**config.mk**
```make
export PLATFORM = sky130hd
export DESIGN_NAME = bit_place_accumulator
export DESIGN_NICKNAME = d
export VERILOG_FILES = /design/src/rtl/bit_place_accumulator_pkg.sv /design/src/rtl/bit_place_accumulator_fifo_pop_ctrl.sv /design/src/rtl/bit_place_accumulator.sv
export SDC_FILE = /design/constraint.sdc
export NUM_CORES = 1
export LEC_CHECK = 0
export BUFFER_PORTS_ARGS = -buffer_cell sky130_fd_sc_hd__buf_2
export CAP_MARGIN = 15
export CORE_ASPECT_RATIO = 0.8
export CORE_MARGIN = 2
export CORE_UTILIZATION = 30
export CTS_CLUSTER_DIAMETER = 40
export DETAILED_ROUTE_END_ITERATION = 10
export GPL_ROUTABILITY_DRIVEN = 0
export HOLD_SLACK_MARGIN = 0.02
export SLEW_MARGIN = 10
export SYNTH_ARGS = -nofsm -noshare
export SYNTH_HDL_FRONTEND = slang
export SYNTH_SLANG_ARGS = --single-unit
```
**constraint.sdc**
```tcl
create_clock -name CLK -period 9.2 [get_ports CLK]
set_clock_uncertainty 0.2 [all_clocks]
set_input_delay 0.46 -clock CLK [delete_from_list [all_inputs] [get_ports CLK]]
set_output_delay 0.46 -clock CLK [all_outputs]
set_load 0.01 [all_outputs]
```
**src/rtl/bit_place_accumulator_pkg.sv**
```systemverilog
// Shared types and constants for the bit-place shift-accumulate stage.
//   place_entry_t : one bit-place FIFO entry {skip, last, place}
//   state_t       : accumulator FSM states
//   PLACE_W       : width of the bit index field
//   WEIGHT_W      : width of the signed weight
package bit_place_accumulator_pkg;

  localparam int PLACE_W  = 3;
  localparam int WEIGHT_W = 8;

  typedef struct packed {
    logic               skip;   // activation was zero: no add, entry ends the activation
    logic               last;   // final entry of the current activation
    logic [PLACE_W-1:0] place;  // bit index of a set activation bit
  } place_entry_t;

  typedef enum logic [2:0] {
    S_W_WAIT = 3'd0,
    S_W_READ = 3'd1,
    S_P_WAIT = 3'd2,
    S_P_READ = 3'd3,
    S_OUT    = 3'd4
  } state_t;

endpackage

```
**src/rtl/bit_place_accumulator_fifo_pop_ctrl.sv**
```systemverilog
// fifo_pop_ctrl: wait-then-pulse-then-sample sequencer for one synchronous FIFO
// read port (rd_rdy = not empty, rd_en = one-cycle pop, data valid next cycle).
// Ports:
//   clk, rst_n  : clock, asynchronous active-low reset
//   req         : owner is waiting for a word from this FIFO
//   rd_rdy      : FIFO not empty
//   rd_en       : one-cycle pop pulse to the FIFO
//   rd_data     : FIFO read data (valid the cycle after rd_en)
//   data_valid  : rd_data holds the popped word this cycle
//   data        : popped word
module fifo_pop_ctrl #(
  parameter int W = 8
) (
  input  logic         clk,
  input  logic         rst_n,
  input  logic         req,
  input  logic         rd_rdy,
  output logic         rd_en,
  input  logic [W-1:0] rd_data,
  output logic         data_valid,
  output logic [W-1:0] data
);

  logic pulsed_q;

  // Pop only while the FIFO is non-empty, never on two consecutive cycles,
  // and never while reset is asserted (outputs must read 0 during reset).
  assign rd_en = rst_n && req && rd_rdy && !pulsed_q;

  always_ff @(posedge clk or negedge rst_n) begin
    if (!rst_n) pulsed_q <= 1'b0;
    else        pulsed_q <= rd_en;
  end

  assign data_valid = pulsed_q;
  assign data       = rd_data;

endmodule

```
**src/rtl/bit_place_accumulator.sv**
```systemverilog
// bit_place_accumulator: bit-serial shift-accumulate stage. For each of VecLen
// activations it pops one signed weight, then pops bit-place entries until the
// activation's last (or skip) entry, adding sext(weight) <<< place for every
// non-skip entry. The finished dot product is offered on a valid/ready port.
// Ports:
//   CLK, RSTN                : clock, asynchronous active-low reset
//   PlaceFIFOReadReady/Enable/DataOut  : bit-place FIFO read port
//   WeightFIFOReadReady/Enable/DataOut : weight FIFO read port
//   ResultValid/Ready/Data   : dot product output
//   state_dbg                : current FSM state, for observation only
// Result handshake: ResultValid and ResultData are held stable from the cycle
// valid rises until a rising edge with ResultValid && ResultReady; that edge
// transfers the result. No FIFO is read while a result is pending.
// AccW must be at least 17 + clog2(VecLen) to hold the worst-case sum.
module bit_place_accumulator
  import bit_place_accumulator_pkg::*;
#(
  parameter int VecLen = 16,
  parameter int AccW   = 24
) (
  input  logic                   CLK,
  input  logic                   RSTN,
  input  logic                   PlaceFIFOReadReady,
  output logic                   PlaceFIFOReadEnable,
  input  logic [PLACE_W+1:0]     PlaceFIFOReadDataOut,
  input  logic                   WeightFIFOReadReady,
  output logic                   WeightFIFOReadEnable,
  input  logic [WEIGHT_W-1:0]    WeightFIFOReadDataOut,
  output logic                   ResultValid,
  input  logic                   ResultReady,
  output logic [AccW-1:0]        ResultData,
  output state_t                 state_dbg
);

  localparam int CntW = (VecLen > 1) ? $clog2(VecLen) : 1;
  localparam logic [CntW-1:0] CntLast = CntW'(VecLen - 1);

  state_t               state;
  logic [CntW-1:0]      count;
  logic [AccW-1:0]      acc;
  logic [WEIGHT_W-1:0]  weight_q;
  logic                 result_valid_q;
  logic [AccW-1:0]      result_data_q;

  logic                 w_valid;
  logic [WEIGHT_W-1:0]  w_data;
  logic                 p_valid;
  logic [PLACE_W+1:0]   p_raw;
  place_entry_t         entry;

  logic [AccW-1:0]      weight_ext;
  logic [AccW-1:0]      addend;
  logic [AccW-1:0]      acc_sum;

  fifo_pop_ctrl #(.W(WEIGHT_W)) u_weight_pop (
    .clk        (CLK),
    .rst_n      (RSTN),
    .req        (state == S_W_WAIT),
    .rd_rdy     (WeightFIFOReadReady),
    .rd_en      (WeightFIFOReadEnable),
    .rd_data    (WeightFIFOReadDataOut),
    .data_valid (w_valid),
    .data       (w_data)
  );

  fifo_pop_ctrl #(.W(PLACE_W + 2)) u_place_pop (
    .clk        (CLK),
    .rst_n      (RSTN),
    .req        (state == S_P_WAIT),
    .rd_rdy     (PlaceFIFOReadReady),
    .rd_en      (PlaceFIFOReadEnable),
    .rd_data    (PlaceFIFOReadDataOut),
    .data_valid (p_valid),
    .data       (p_raw)
  );

  assign entry = place_entry_t'(p_raw);

  // Two's-complement shift-add; the sum wraps at AccW bits by construction.
  assign weight_ext = {{(AccW - WEIGHT_W){weight_q[WEIGHT_W-1]}}, weight_q};
  assign addend     = weight_ext << entry.place;
  assign acc_sum    = acc + addend;

  always_ff @(posedge CLK or negedge RSTN) begin
    if (!RSTN) begin
      state          <= S_W_WAIT;
      count          <= '0;
      acc            <= '0;
      weight_q       <= '0;
      result_valid_q <= 1'b0;
      result_data_q  <= '0;
    end else begin
      case (state)
        S_W_WAIT: begin
          if (WeightFIFOReadEnable) state <= S_W_READ;
        end
        S_W_READ: begin
          // The pop issued in S_W_WAIT makes the word valid in this cycle.
          if (w_valid) weight_q <= w_data;
          state <= S_P_WAIT;
        end
        S_P_WAIT: begin
          if (PlaceFIFOReadEnable) state <= S_P_READ;
        end
        S_P_READ: begin
          if (p_valid && !entry.skip) acc <= acc_sum;
          if (!entry.last && !entry.skip) begin
            state <= S_P_WAIT;
          end else if (count == CntLast) begin
            state          <= S_OUT;
            result_valid_q <= 1'b1;
            result_data_q  <= entry.skip ? acc : acc_sum;
          end else begin
            count <= count + 1'b1;
            state <= S_W_WAIT;
          end
        end
        S_OUT: begin
          if (ResultReady) begin
            acc            <= '0;
            count          <= '0;
            result_valid_q <= 1'b0;
            result_data_q  <= '0;
            state          <= S_W_WAIT;
          end
        end
        default: state <= S_W_WAIT;
      endcase
    end
  end

  assign ResultValid = result_valid_q;
  assign ResultData  = result_data_q;
  assign state_dbg   = state;

endmodule
```
* Word level (Yosys, flattened, before mapping) *
Cells that the tools add are included.

word-level totals
  register bits = 66
  bits in latches = 0
  RAM bits = 0
  memory bits (read-only) = 0
  bits of input ports = 18
  output and inout bits = 30
  word-level logic and storage cells = 63
  memories = 0

operators by class
  $add $sub $neg = 2
  multipliers = 0
  div/mod/pow operators = 0
  magnitude comparators = 0
  equal/unequal tests = 12
  shift operators = 1
  multiplexer cells = 21
  bitwise operators = 0
  reductions and logical operators = 19

operators by type and width
  operator                                       number
  2-to-1 mux 24 bit                              5
  one-hot mux 24 bit (2 select lines)            2
  adder 24 bit                                   1
  left shift 24 x 3 -> 24 bit                    1
  2-to-1 mux 3 bit                               5
  one-hot mux 3 bit (5 select lines)             1
  != test 2 bit, second input constant           7
  2-to-1 mux 4 bit                               3
  logical AND 1 bit                              8
  one-hot mux 4 bit (2 select lines)             1
  AND reduction 4 bit                            2
  == test 3 x 2 -> 1 bit, second input constant  2
  AND reduction 3 bit                            2
  adder 4 x 1 -> 4 bit, second input constant    1
  == test 4 bit, second input constant           1
  logical NOT 1 bit                              4
  == test 3 x 1 -> 1 bit, second input constant  1
  == test 3 bit, second input constant           1
  logical NOT 3 bit                              1
  2-to-1 mux 1 bit                               3
  one-hot mux 1 bit (2 select lines)             1
  AND reduction 2 bit                            1
  nonzero test 2 bit                             1

* Longest topological paths before layout *
  word-level depth = 6
  mapped depth = 15
  depth with buffers taken out = 13

* Modules after synthesis *
From an unflattened synthesis, not the netlist that was laid out.

unflattened totals
  cells, all modules = 475
  area total of the unflattened synthesis = 4394.2 µm²

modules (own cells, without submodules)
  module                        instances  cells an instance  area each (µm²)  seq. area each (µm²)
  bit_place_accumulator         1          458                4226.6           1601.5
  fifo_pop_ctrl (u_weight_pop)  1          10                 95.1             25.0
  fifo_pop_ctrl (u_place_pop)   1          7                  72.6             25.0

* Least setup slack after synthesis *
OpenSTA, ideal clock, no wires.

  path type = in2reg
  start = input PlaceFIFOReadDataOut[0]
  end = register result_data_q[23], in the netlist ResultData[23]
  library setup time = 0.082 ns
  arrival = 3.497 ns
  required time = 8.918 ns
  slack = 5.421 ns
  stages on the path = 12
  path buffers = 1
  cell sequence = clkbuf_1 -> mux2_2 -> o21ai_0 -> o22ai_1 -> ha_1 -> o211ai_2 -> nor3_2 -> o311ai_2 -> o41ai_4 -> mux2i_1 -> or4_1 -> a31oi_1

on the way
  word-level cells in the longest chain between the ends = 6

ends and longest elaborated chain
  element                              line                          RTL
  from (decl)                          bit_place_accumulator.sv:25   input logic [PLACE_W+1:0] PlaceFIFOReadDataOut,
  left shift 24 x 3 -> 24 bit          bit_place_accumulator.sv:81   assign addend = weight_ext << entry.place;
  adder 24 bit                         bit_place_accumulator.sv:82   assign acc_sum = acc + addend;
  2-to-1 mux 24 bit                    bit_place_accumulator.sv:112  result_data_q <= entry.skip ? acc : acc_sum;
  2-to-1 mux 24 bit                    bit_place_accumulator.sv:109  end else if (count == CntLast) begin
  2-to-1 mux 24 bit                    bit_place_accumulator.sv:107  if (!entry.last && !entry.skip) begin
  one-hot mux 24 bit (2 select lines)  bit_place_accumulator.sv:93   case (state)
  to (signal assigned)                 bit_place_accumulator.sv:112
  to (decl)                            bit_place_accumulator.sv:43   logic [AccW-1:0] result_data_q;

No other way between the ends. The select of a mux whose other input is x is not followed.
A chain may end at the register's enable or synchronous reset.

* Final worst setup path *
  start = register weight_q[7]
  end = register acc[22]

on the way
  word-level cells in the longest chain between the ends = 4

ends and longest elaborated chain
  element                              line                          RTL
  from (decl)                          bit_place_accumulator.sv:41   logic [WEIGHT_W-1:0] weight_q;
  from (signal assigned)               bit_place_accumulator.sv:99   if (w_valid) weight_q <= w_data;
  left shift 24 x 3 -> 24 bit          bit_place_accumulator.sv:81
  adder 24 bit                         bit_place_accumulator.sv:82
  2-to-1 mux 24 bit                    bit_place_accumulator.sv:106  if (p_valid && !entry.skip) acc <= acc_sum;
  one-hot mux 24 bit (2 select lines)  bit_place_accumulator.sv:93
  to (signal assigned)                 bit_place_accumulator.sv:106
  to (decl)                            bit_place_accumulator.sv:40   logic [AccW-1:0] acc;

No other way between the ends. The select of a mux whose other input is x is not followed.

==> impl_metrics.toml <==
[outcome]
status = "complete, no violations"

[synth]
async_flop_share_pct = 100
synth_seq_area_share_pct = 38.8
synth_ff_type = "dfrtp_1"
ys_seq_elements = 66
synth-edff-count = 0
syn-instance-count = 464
synth_cell_types = 51
netlist_area_um2 = 4260
avgSynthCellArea_um2 = 9.18
ys.warnings.count = 0
synth_nets = 507

[critical_path]
end_kind = "flop"
path_delay_family = "compound AO/OA/AOI/OAI gates"
cp_max_fo = 19
cp_slowest_cell = "dfrtp_1"
crit_chain = "a21boi_0, a311oi_1, a21oi_1, ha_1, nand4_1, o31ai_2, o21ai_1, o41ai_1, xor2_1, a22o_1"
cp_data_arrival_time_ns = 3.74
critPathKind = "reg -> reg"
worst_setup_path_start_kind = "flop"
path_buf_inv = 0
cpPeakStageDelay_ns = 0.62
cp.depth = 10
cp.required_ns = 9.23
ff2ff_path_depth = 10

[detailed_routing]
postRouteAntennaNets = 0
avgViaCountPerCell = 5.37
totalWireLength_um = 11200
remaining_drc_errors = 0
wl_per_cell_um = 16.3
firstDrtPassIters = 4
dr_total_vias = 3696
drtIter0Drc = 206

[place]
dpl.hpwl_um = 8270
place_ws_ns = 5.23
io_buffer_count = 47

[clock_network]
cts_tree = "built"
cts_resized = 0
h-tree-depth = 3
postCtsSetupRepairBufs = 0
cts_buffers = 9
cts.reportedPaths.clkPinSlew_ns = 0.06
cts-hold-fix-buffers = 0
cts.sinks = 66
ctsLongestPathBuffers = 2
root_buffer = "clkbuf_16"
clk_latency_ns = 0.34

[layout]
multi_input_area_um2 = 2510
fillers = 1400
drive_above_1_share_pct = 17.7
nets = 546
diodes = 0
fin_util_pct = 36.3
area_delta_synth_final_pct = 16.7
regArea_um2 = 1650

[floorplan]
core_area_um2 = 13700
die_h_um = 111
dieArea_um2 = 15200
io_pins = 48
initial_core_util_pct = 31.1
rows = 38
die_x_um = 137

[flow_run]
cap_viol_max_count = 0

[timing]
fin_crit_sh_pct = 40.3
finalMaxSlewViolations = 0
fin_ws_ns = 5.49
setup_viol = 0
max_slew_margin_pct = 31.3
setup_tns_ns = 0
fin_crit_ns = 3.71
holdWs_ns = 0.154
max_slew.worst_pin.slew_ns = 1.03
finalHoldViolCount = 0
max_freq_ghz = 0.269
rsz0062_at_grt = "false"

[pwr]
leakage_uw = 0.00242
peakVddDrop_uv = 108
p_sw_share_pct = 38.9
total_power_uw = 1200
switching_power_uw = 468
power_frac_clock_pct = 29.2
pwr-share-seq_pct = 33.6
power_frac_comb_pct = 37.2
power_density_nw_per_um2 = 242
p_int_uw = 736

[global_route]
grt_pass1_vias = 3600
antenna_found_initial = 0
grt_first_pass_wirelength_um = 18800
grt-busiest-layer = "met1"
track_usage_pct = 15.5
grt_start_max_net_pins = 67
grtUsageMet1_pct = 23.4
grt_util_met3_pct = 4.96
gr-total-overflow = 0
gr-usage-met2_pct = 21.5

[hold_path]
min_path_type = "in -> reg"
whs_path_depth = 2
## state kept, by name (all words and copies together), names as in the netlist
signal                   cells
ResultValid                  1
ResultData                  24
weight_q                     8
acc                         24
count                        4
state_dbg                    3
u_weight_pop.data_valid      1
u_place_pop.data_valid       1
## per-layer routing
metal	share of wire [%]	wire, um
met2	41	4570
met4	0.58	65
met5	0	0
met1	51	5680
met3	8.0	891
## synthesized netlist by cell type, types with 13 or more instances
cell type | instances | area, um^2
nand2_1 | 45 | 169
a21oi_1 | 38 | 190
mux2_2 | 13 | 146
o21ai_0 | 41 | 205
a22o_1 | 14 | 123
xor2_1 | 14 | 123
mux2i_1 | 20 | 200
nand3_1 | 32 | 160
nor2_1 | 28 | 105
ha_1 | 24 | 300
dfrtp_1 | 66 | 1650
clkbuf_1 | 20 | 75.1
## final timing paths
path / startpoint / endpoint / slack, ns
setup / recovery: weight_q[7]$_DFFE_PN0P_ / acc[22]$_DFFE_PN0P_ / 5.49
hold / removal: WeightFIFOReadDataOut[5] / weight_q[5]$_DFFE_PN0P_ / 0.15
setup reg to reg: weight_q[7]$_DFFE_PN0P_ / acc[22]$_DFFE_PN0P_ / 5.49
hold reg to reg: ResultValid$_DFFE_PN0P_ / ResultValid$_DFFE_PN0P_ / 0.27
max in group asynchronous: RSTN / acc[17]$_DFFE_PN0P_ / 7.99
min in group asynchronous: RSTN / weight_q[7]$_DFFE_PN0P_ / 0.19
## cell usage in the layout (no fill, tap or decap), drive strengths merged, types with 7 or more instances in the layout
master	count
a21o	7
a21oi	38
a22o	14
buf	52
clkbuf	9
dfrtp	66
ha	24
mux2	13
mux2i	20
nand2	45
nand3	32
nor2	28
nor3	9
o21ai	42
xnor2	10
xor2	14
## power groups by stage
stage	Sequential (uW)	Combinational [uW]	Clock, uW
global route	414	502	373
finish	404	449	352
floorplan	386	346	0
global placement	407	432	0
CTS	404	444	361
detailed placement	409	442	0
## area by class of cell
type / instances / share of cell area [%]
Clock buffer: 9 / 4.53
Sequential cell: 66 / 33.2
Multi-Input combinational cell: 371 / 50.4
Tap cell: 180 / 4.53
Clock inverter: 7 / 1.56
Inverter: 3 / 0.227
Timing Repair Buffer: 52 / 5.49
## cells by family after synthesis
kind of cell    share of synthesized area (%)
compound gates                           22.2
xor+xnor                                 4.94
fa+ha+maj                                7.52
buf+inv                                  2.41
flops                                    38.8
mux                                      8.14
simple gates                             16.0
## through the flow
step	area (um^2)	std cells
after CTS	4970	688
after detailed placement	4670	672
after global routing	4970	688
after global placement	4670	672
after floorplan	4260	464
final	4970	688
No activity file was read; power rests on OpenSTA's default activity.
